===== src/rtl/fractal_sync_rf_sched.sv =====
// Round-robin request scheduler for one fractal-sync RF lookup port.
// Bypassed lookups are parked in a retry FIFO, and that FIFO has strict priority over new grants.
module fractal_sync_rf_sched #(
   parameter int unsigned N_REQ       = 4,
   parameter int unsigned LEVEL_WIDTH = 1,
   parameter int unsigned ID_WIDTH    = 1,
   parameter int unsigned SD_WIDTH    = 2,
   parameter int unsigned RETRY_DEPTH = 2
) (
   input  logic                            clk_i,
   input  logic                            rst_i,
   input  logic [N_REQ-1:0]                req_valid_i,
   output logic [N_REQ-1:0]                req_ready_o,
   input  logic [N_REQ*LEVEL_WIDTH-1:0]    req_level_i,
   input  logic [N_REQ*ID_WIDTH-1:0]       req_id_i,
   input  logic [N_REQ*SD_WIDTH-1:0]       req_sd_i,
   input  logic [N_REQ-1:0]                req_remote_i,
   output logic [LEVEL_WIDTH-1:0]          rf_level_o,
   output logic [ID_WIDTH-1:0]             rf_id_o,
   output logic [SD_WIDTH-1:0]             rf_sd_o,
   output logic                            rf_check_local_o,
   output logic                            rf_check_remote_o,
   input  logic                            rf_present_i,
   input  logic                            rf_bypass_i,
   input  logic                            rf_ignore_i,
   input  logic                            rf_err_i,
   input  logic [SD_WIDTH-1:0]             rf_sd_i,
   output logic                            rsp_valid_o,
   input  logic                            rsp_ready_i,
   output logic [$clog2(N_REQ)-1:0]        rsp_src_o,
   output logic                            rsp_present_o,
   output logic                            rsp_err_o,
   output logic [SD_WIDTH-1:0]             rsp_sd_o
);

   localparam int unsigned SRC_W = $clog2(N_REQ);
   localparam int unsigned PTR_W = (RETRY_DEPTH > 1) ? $clog2(RETRY_DEPTH) : 1;
   localparam int unsigned CNT_W = PTR_W + 1;

   typedef struct packed {
      logic [SRC_W-1:0]       src;
      logic [LEVEL_WIDTH-1:0] level;
      logic [ID_WIDTH-1:0]    id;
      logic [SD_WIDTH-1:0]    sd;
      logic                   remote;
   } req_t;

   typedef enum logic [1:0] {IDLE, ISSUE, RESP} state_e;

   state_e              state_q;
   req_t                hold_q;
   req_t                fifo_q [RETRY_DEPTH];
   logic [PTR_W-1:0]    wr_ptr_q, rd_ptr_q;
   logic [CNT_W-1:0]    cnt_q;
   logic [SRC_W-1:0]    rr_ptr_q, rr_ptr_d;
   logic [LEVEL_WIDTH-1:0] rf_level_q;
   logic [ID_WIDTH-1:0] rf_id_q;
   logic [SD_WIDTH-1:0] rf_sd_q;
   logic                rf_check_local_q, rf_check_remote_q;
   logic                rsp_valid_q, rsp_present_q, rsp_err_q;
   logic [SRC_W-1:0]    rsp_src_q;
   logic [SD_WIDTH-1:0] rsp_sd_q;

   logic                grant_vld, pop, take;
   logic [SRC_W-1:0]    grant_idx;
   req_t                grant_req, next_ent;
   int unsigned         idx;

   // First valid requester at or after rr_ptr, wrapping modulo N_REQ
   always_comb begin
      grant_vld = 1'b0;
      grant_idx = '0;
      grant_req = '0;
      idx       = 0;
      for (int unsigned i = 0; i < N_REQ; i++) begin
         idx = (32'(rr_ptr_q) + i) % N_REQ;
         if (!grant_vld && req_valid_i[idx]) begin
            grant_vld        = 1'b1;
            grant_idx        = SRC_W'(idx);
            grant_req.src    = SRC_W'(idx);
            grant_req.level  = req_level_i[idx*LEVEL_WIDTH +: LEVEL_WIDTH];
            grant_req.id     = req_id_i[idx*ID_WIDTH +: ID_WIDTH];
            grant_req.sd     = req_sd_i[idx*SD_WIDTH +: SD_WIDTH];
            grant_req.remote = req_remote_i[idx];
         end
      end
   end

   // An empty FIFO is required for a grant, which also covers the full-FIFO block
   always_comb begin
      pop         = (state_q == IDLE) && (cnt_q != '0);
      take        = (state_q == IDLE) && (cnt_q == '0) && grant_vld;
      next_ent    = pop ? fifo_q[rd_ptr_q] : grant_req;
      rr_ptr_d    = (grant_idx == SRC_W'(N_REQ - 1)) ? '0 : grant_idx + SRC_W'(1);
      req_ready_o = '0;
      if (take) req_ready_o[grant_idx] = 1'b1;
   end

   always_ff @(posedge clk_i) begin
      if (rst_i) begin
         state_q           <= IDLE;
         hold_q            <= '0;
         wr_ptr_q          <= '0;
         rd_ptr_q          <= '0;
         cnt_q             <= '0;
         rr_ptr_q          <= '0;
         rf_level_q        <= '0;
         rf_id_q           <= '0;
         rf_sd_q           <= '0;
         rf_check_local_q  <= 1'b0;
         rf_check_remote_q <= 1'b0;
         rsp_valid_q       <= 1'b0;
         rsp_src_q         <= '0;
         rsp_present_q     <= 1'b0;
         rsp_err_q         <= 1'b0;
         rsp_sd_q          <= '0;
      end else begin
         case (state_q)
            IDLE: begin
               if (pop || take) begin
                  hold_q            <= next_ent;
                  rf_level_q        <= next_ent.level;
                  rf_id_q           <= next_ent.id;
                  rf_sd_q           <= next_ent.sd;
                  rf_check_local_q  <= !next_ent.remote;
                  rf_check_remote_q <= next_ent.remote;
                  state_q           <= ISSUE;
               end
               if (pop) begin
                  rd_ptr_q <= (rd_ptr_q == PTR_W'(RETRY_DEPTH - 1)) ? '0 : rd_ptr_q + PTR_W'(1);
                  cnt_q    <= cnt_q - CNT_W'(1);
               end
               if (take) rr_ptr_q <= rr_ptr_d;
            end
            ISSUE: begin
               rf_level_q        <= '0;
               rf_id_q           <= '0;
               rf_sd_q           <= '0;
               rf_check_local_q  <= 1'b0;
               rf_check_remote_q <= 1'b0;
               if (rf_err_i) begin
                  rsp_valid_q   <= 1'b1;
                  rsp_src_q     <= hold_q.src;
                  rsp_present_q <= 1'b0;
                  rsp_err_q     <= 1'b1;
                  rsp_sd_q      <= '0;
                  state_q       <= RESP;
               end else if (rf_ignore_i) begin
                  state_q <= IDLE;
               end else if (rf_bypass_i) begin
                  fifo_q[wr_ptr_q] <= hold_q;
                  wr_ptr_q <= (wr_ptr_q == PTR_W'(RETRY_DEPTH - 1)) ? '0 : wr_ptr_q + PTR_W'(1);
                  cnt_q    <= cnt_q + CNT_W'(1);
                  state_q  <= IDLE;
               end else begin
                  rsp_valid_q   <= 1'b1;
                  rsp_src_q     <= hold_q.src;
                  rsp_present_q <= rf_present_i;
                  rsp_err_q     <= 1'b0;
                  rsp_sd_q      <= hold_q.remote ? '0 : rf_sd_i;
                  state_q       <= RESP;
               end
            end
            RESP: begin
               if (rsp_ready_i) begin
                  rsp_valid_q   <= 1'b0;
                  rsp_src_q     <= '0;
                  rsp_present_q <= 1'b0;
                  rsp_err_q     <= 1'b0;
                  rsp_sd_q      <= '0;
                  state_q       <= IDLE;
               end
            end
            default: state_q <= IDLE;
         endcase
      end
   end

   assign rf_level_o        = rf_level_q;
   assign rf_id_o           = rf_id_q;
   assign rf_sd_o           = rf_sd_q;
   assign rf_check_local_o  = rf_check_local_q;
   assign rf_check_remote_o = rf_check_remote_q;
   assign rsp_valid_o       = rsp_valid_q;
   assign rsp_src_o         = rsp_src_q;
   assign rsp_present_o     = rsp_present_q;
   assign rsp_err_o         = rsp_err_q;
   assign rsp_sd_o          = rsp_sd_q;

endmodule


===== config.mk =====
export PLATFORM = sky130hd
export DESIGN_NAME = fractal_sync_rf_sched
export DESIGN_NICKNAME = d
export VERILOG_FILES = /design/src/rtl/fractal_sync_rf_sched.sv
export SDC_FILE = /design/constraint.sdc
export NUM_CORES = 1
export LEC_CHECK = 0
export ABC_AREA = 1
export BUFFER_PORTS_ARGS = -buffer_cell sky130_fd_sc_hd__buf_2
export CORE_MARGIN = 8
export CORE_UTILIZATION = 50
export CTS_CLUSTER_DIAMETER = 60
export DETAILED_ROUTE_END_ITERATION = 12
export GPL_ROUTABILITY_DRIVEN = 0
export GPL_TIMING_DRIVEN = 0
export PLACE_DENSITY = 0.71
export SLEW_MARGIN = 20
export SYNTH_ARGS = -nofsm -noshare
export SYNTH_HDL_FRONTEND = slang
export SYNTH_SLANG_ARGS = --single-unit

===== constraint.sdc =====
create_clock -name clk_i -period 3.1 [get_ports clk_i]
set_clock_uncertainty 0.2 [all_clocks]
set_input_delay 0.31 -clock clk_i [delete_from_list [all_inputs] [get_ports clk_i]]
set_output_delay 0.31 -clock clk_i [all_outputs]
set_load 0.005 [all_outputs]

==> results.sh <==
export IMPL_dp_hpwl_mm=4.84
export IMPL_slew_headroom_pct=30.7
export IMPL_max_clock_freq_ghz=0.346
export IMPL_post_synth_top_count_cell="nand2_1"
export IMPL_synth_cells=403
export IMPL_ys_seq_area_share_pct=37.6
export IMPL_clock_latency_ps=300
export IMPL_status="finished clean"
export IMPL_hold_path_class="in -> reg"
export IMPL_boundaryPins=50
export IMPL_cp_data_arrival_time_ps=2380
export IMPL_io_buffers=48
export IMPL_ctsHtreeMaxLevel=2
export IMPL_row_count=26
export IMPL_hold_depth=3
export IMPL_synthFlopType="dfxtp_1"
export IMPL_initial_core_util_pct=52.1
export IMPL_p_per_area_nw_per_um2=1030
export IMPL_die_area_um2=7910
export IMPL_r2r_cells=6
export IMPL_synth_top_cell_by_area="dfxtp_1"
export IMPL_path_cells="inv_2 > nand2_1 > nand2_2 > nand2_2 > nand2_4 > nor2_8 > nand2_1 > nand2_1 > xor2_2 > nor2_2 > buf_4 > ha_1 > inv_1 > nor2_1 > buf_2"
export IMPL_yosys_register_bits=43
export IMPL_clk_pin_slew_ps=90
export IMPL_min_period_ps=2890
export IMPL_grt_max_degree=16
export IMPL_start_kind="flop"
export IMPL_grt_pass1_vias=2296
export IMPL_wire_per_inst_um=11.8
export IMPL_worst_endpoint_required_ps=2590
export IMPL_async_reset_ff_share_pct=0
export IMPL_fin_nets=496
export IMPL_drive_above_1_share_pct=19.1
export IMPL_first_iter_violations=157
export IMPL_max_clock_path_buffers=2
export IMPL_crit_family="simple AND/OR/NAND/NOR gates"
export IMPL_startpoint="rr_ptr_q[1]"
export IMPL_tightest_slew_ps=1030
export IMPL_slew_viol_final=0
export IMPL_path_class="reg -> out"
export IMPL_path_depth=15
export IMPL_slowest_stage="dfxtp_1"
export IMPL_synth_fp_nets=440
export IMPL_ctsHoldBuffers=0
export IMPL_yosys_area_top_type_share_pct=21.8
export IMPL_synth_cell_types=30
export IMPL_routed_wl_mm=6.26
export IMPL_maxCapViolations=0
export IMPL_grtUsageTotal_pct=16.4
export IMPL_tritoncts="yes"
export IMPL_vias_per_cell=4.91
export IMPL_clock_sinks=43
export IMPL_crit_fanout=10
export IMPL_cp_num_buf_inv=4
export IMPL_tns_ps=0
export IMPL_synth_common_cells="150 x nand2_1, 43 x inv_1, 42 x o21ai_0"
export IMPL_synth_enable_flop_cells=14
export IMPL_cp_common_cell="nand2_1"
export IMPL_fin_hold_ws_ps=63.6
export IMPL_die_w_um=89.0
export IMPL_gr_total_overflow=0
export IMPL_ant_nets=0
export IMPL_syn_area_per_cell_um2=6.60
export IMPL_crit_path_end_kind="output pin"
export IMPL_dieHeight_um=89.0
export IMPL_yosysWarnings=0
export IMPL_period_share_pct=93.3
export IMPL_numCtsBuffers=5
export IMPL_vdd_drop_max_mv=0.632
export IMPL_grt_first_pass_wirelength_mm=10.1
export IMPL_syn_to_final_growth_pct=17.7
export IMPL_p_leak_nw=1.59
export IMPL_drt_pass1_iter_count=5
export IMPL_via_count=2601
export IMPL_max_stage_delay_ps=380
export IMPL_r2r_start="state_q[0]"
export IMPL_antennaDiodeCount=0
export IMPL_core_um2=5110
export IMPL_hp_start="rf_err_i"
export IMPL_mappedNetlistArea_um2=2660
export IMPL_drcViolationCount=0
export IMPL_clk_root_buffer_cell="clkbuf_8"
export IMPL_setup_viol=0
export IMPL_antenna_found_initial=0
export IMPL_netlist_top_cells_area="dfxtp_1 22%, nand2_1 21%, edfxtp_1 16%"
export IMPL_final_hold_violation_count=0
cell families (layout without fill, tap and decap cells):
group,after synthesis,in the layout,share of synthesized area (%)
xor gates and xnor gates,1,1,0.329
DFF,43,43,37.6
muxes,1,1,0.376
adders and majority gates,4,4,1.88
and+or+nand+nor,225,225,36.5
buffers and inverters,61,118,9.68
AOI/OAI and AO/OA,68,68,13.6
metrics by stage:
step           worst slack (ps)  cells  utilization (%)  power [W]  cell area, um^2
5_1_grt                   -2.45    530             61.3    0.00354             3130
6_report                    208    530             61.3    0.00322             3130
3_5_place_dp                444    521             58.5    0.00273             2990
2_1_floorplan               853    403                -    0.00227             2660
3_3_place_gp                505    521             58.5    0.00268             2990
4_1_cts                     107    529             60.8    0.00318             3100
metal layers:
layer	vias to the layer above	wire, um	GRT usage, %
met4	0	47	3.63
met2	58	2870	27.6
met5	-	0	0
met1	1150	2900	20.5
li1	1388	-	-
met3	5	438	4.14
path summary, 6_finish.rpt:
kind                    endpoint  slack [ps]
hold reg to reg     fifo_q[0][1]         260
hold / removal         rsp_err_o          60
setup reg to reg    fifo_q[1][1]         460
setup / recovery  req_ready_o[3]         210
sequential cells by signal (all words and copies together), names as in the netlist, named ones only:
name,cells
cnt_q,2
fifo_q,14
hold_q,7
rd_ptr_q,1
rf_check_local_o,1
rf_check_remote_o,1
rf_id_o,1
rf_level_o,1
rf_sd_o,2
rr_ptr_q,2
rsp_err_o,1
rsp_present_o,1
rsp_sd_o,2
rsp_src_o,2
rsp_valid_o,1
state_q,2
wr_ptr_q,1
what timing repair did:
item | in CTS | in global routing
gates resized for setup | 0 | 6
endpoints found under the setup margin | 0 | 4
endpoints found under the hold margin | 0 | 0
buffers inserted | 0 | 1
cell type report:
type	count	area (um^2)
Sequential cell	43	1000
Tap cell	70	87.6
Clock inverter	3	46.3
Clock buffer	5	68.8
Fill cell	514	1980
Timing Repair Buffer	49	248
Buffer	13	75.1
Multi-Input combinational cell	299	1420
Inverter	48	185
tightest hold or removal path: stages:
cell and delay, ps:
buf_2 100, nand2_1 50, a21oi_1 50
layout by cell type (no fill, tap or decap), types with 2 or more instances in the layout:
master,Yosys,final
dfxtp_1,29,28
nand3_4,2,2
nand2_1,150,149
nand2_2,3,4
nor2_1,36,35
inv_2,4,4
o21ai_0,42,42
ha_1,4,4
nand2_4,4,4
buf_2,4,51
nor2_2,1,2
buf_4,1,2
clkbuf_1,6,6
a21boi_0,2,2
a21oi_1,20,20
nor3_1,2,2
clkbuf_8,0,5
buf_6,2,2
inv_1,43,43
nand3_1,22,22
nand4_1,3,3
edfxtp_1,14,14
power by group:
| group | total [W] | internal [W] | switching [W] |
|---|---|---|---|
| sequential | 0.000786 | 0.000712 | 0.0000740 |
| combinational | 0.00199 | 0.000692 | 0.00130 |
| clock | 0.000443 | 0.000243 | 0.000201 |
| total | 0.00322 | 0.00165 | 0.00158 |
Note: power is estimated with default switching activity, not from simulation.
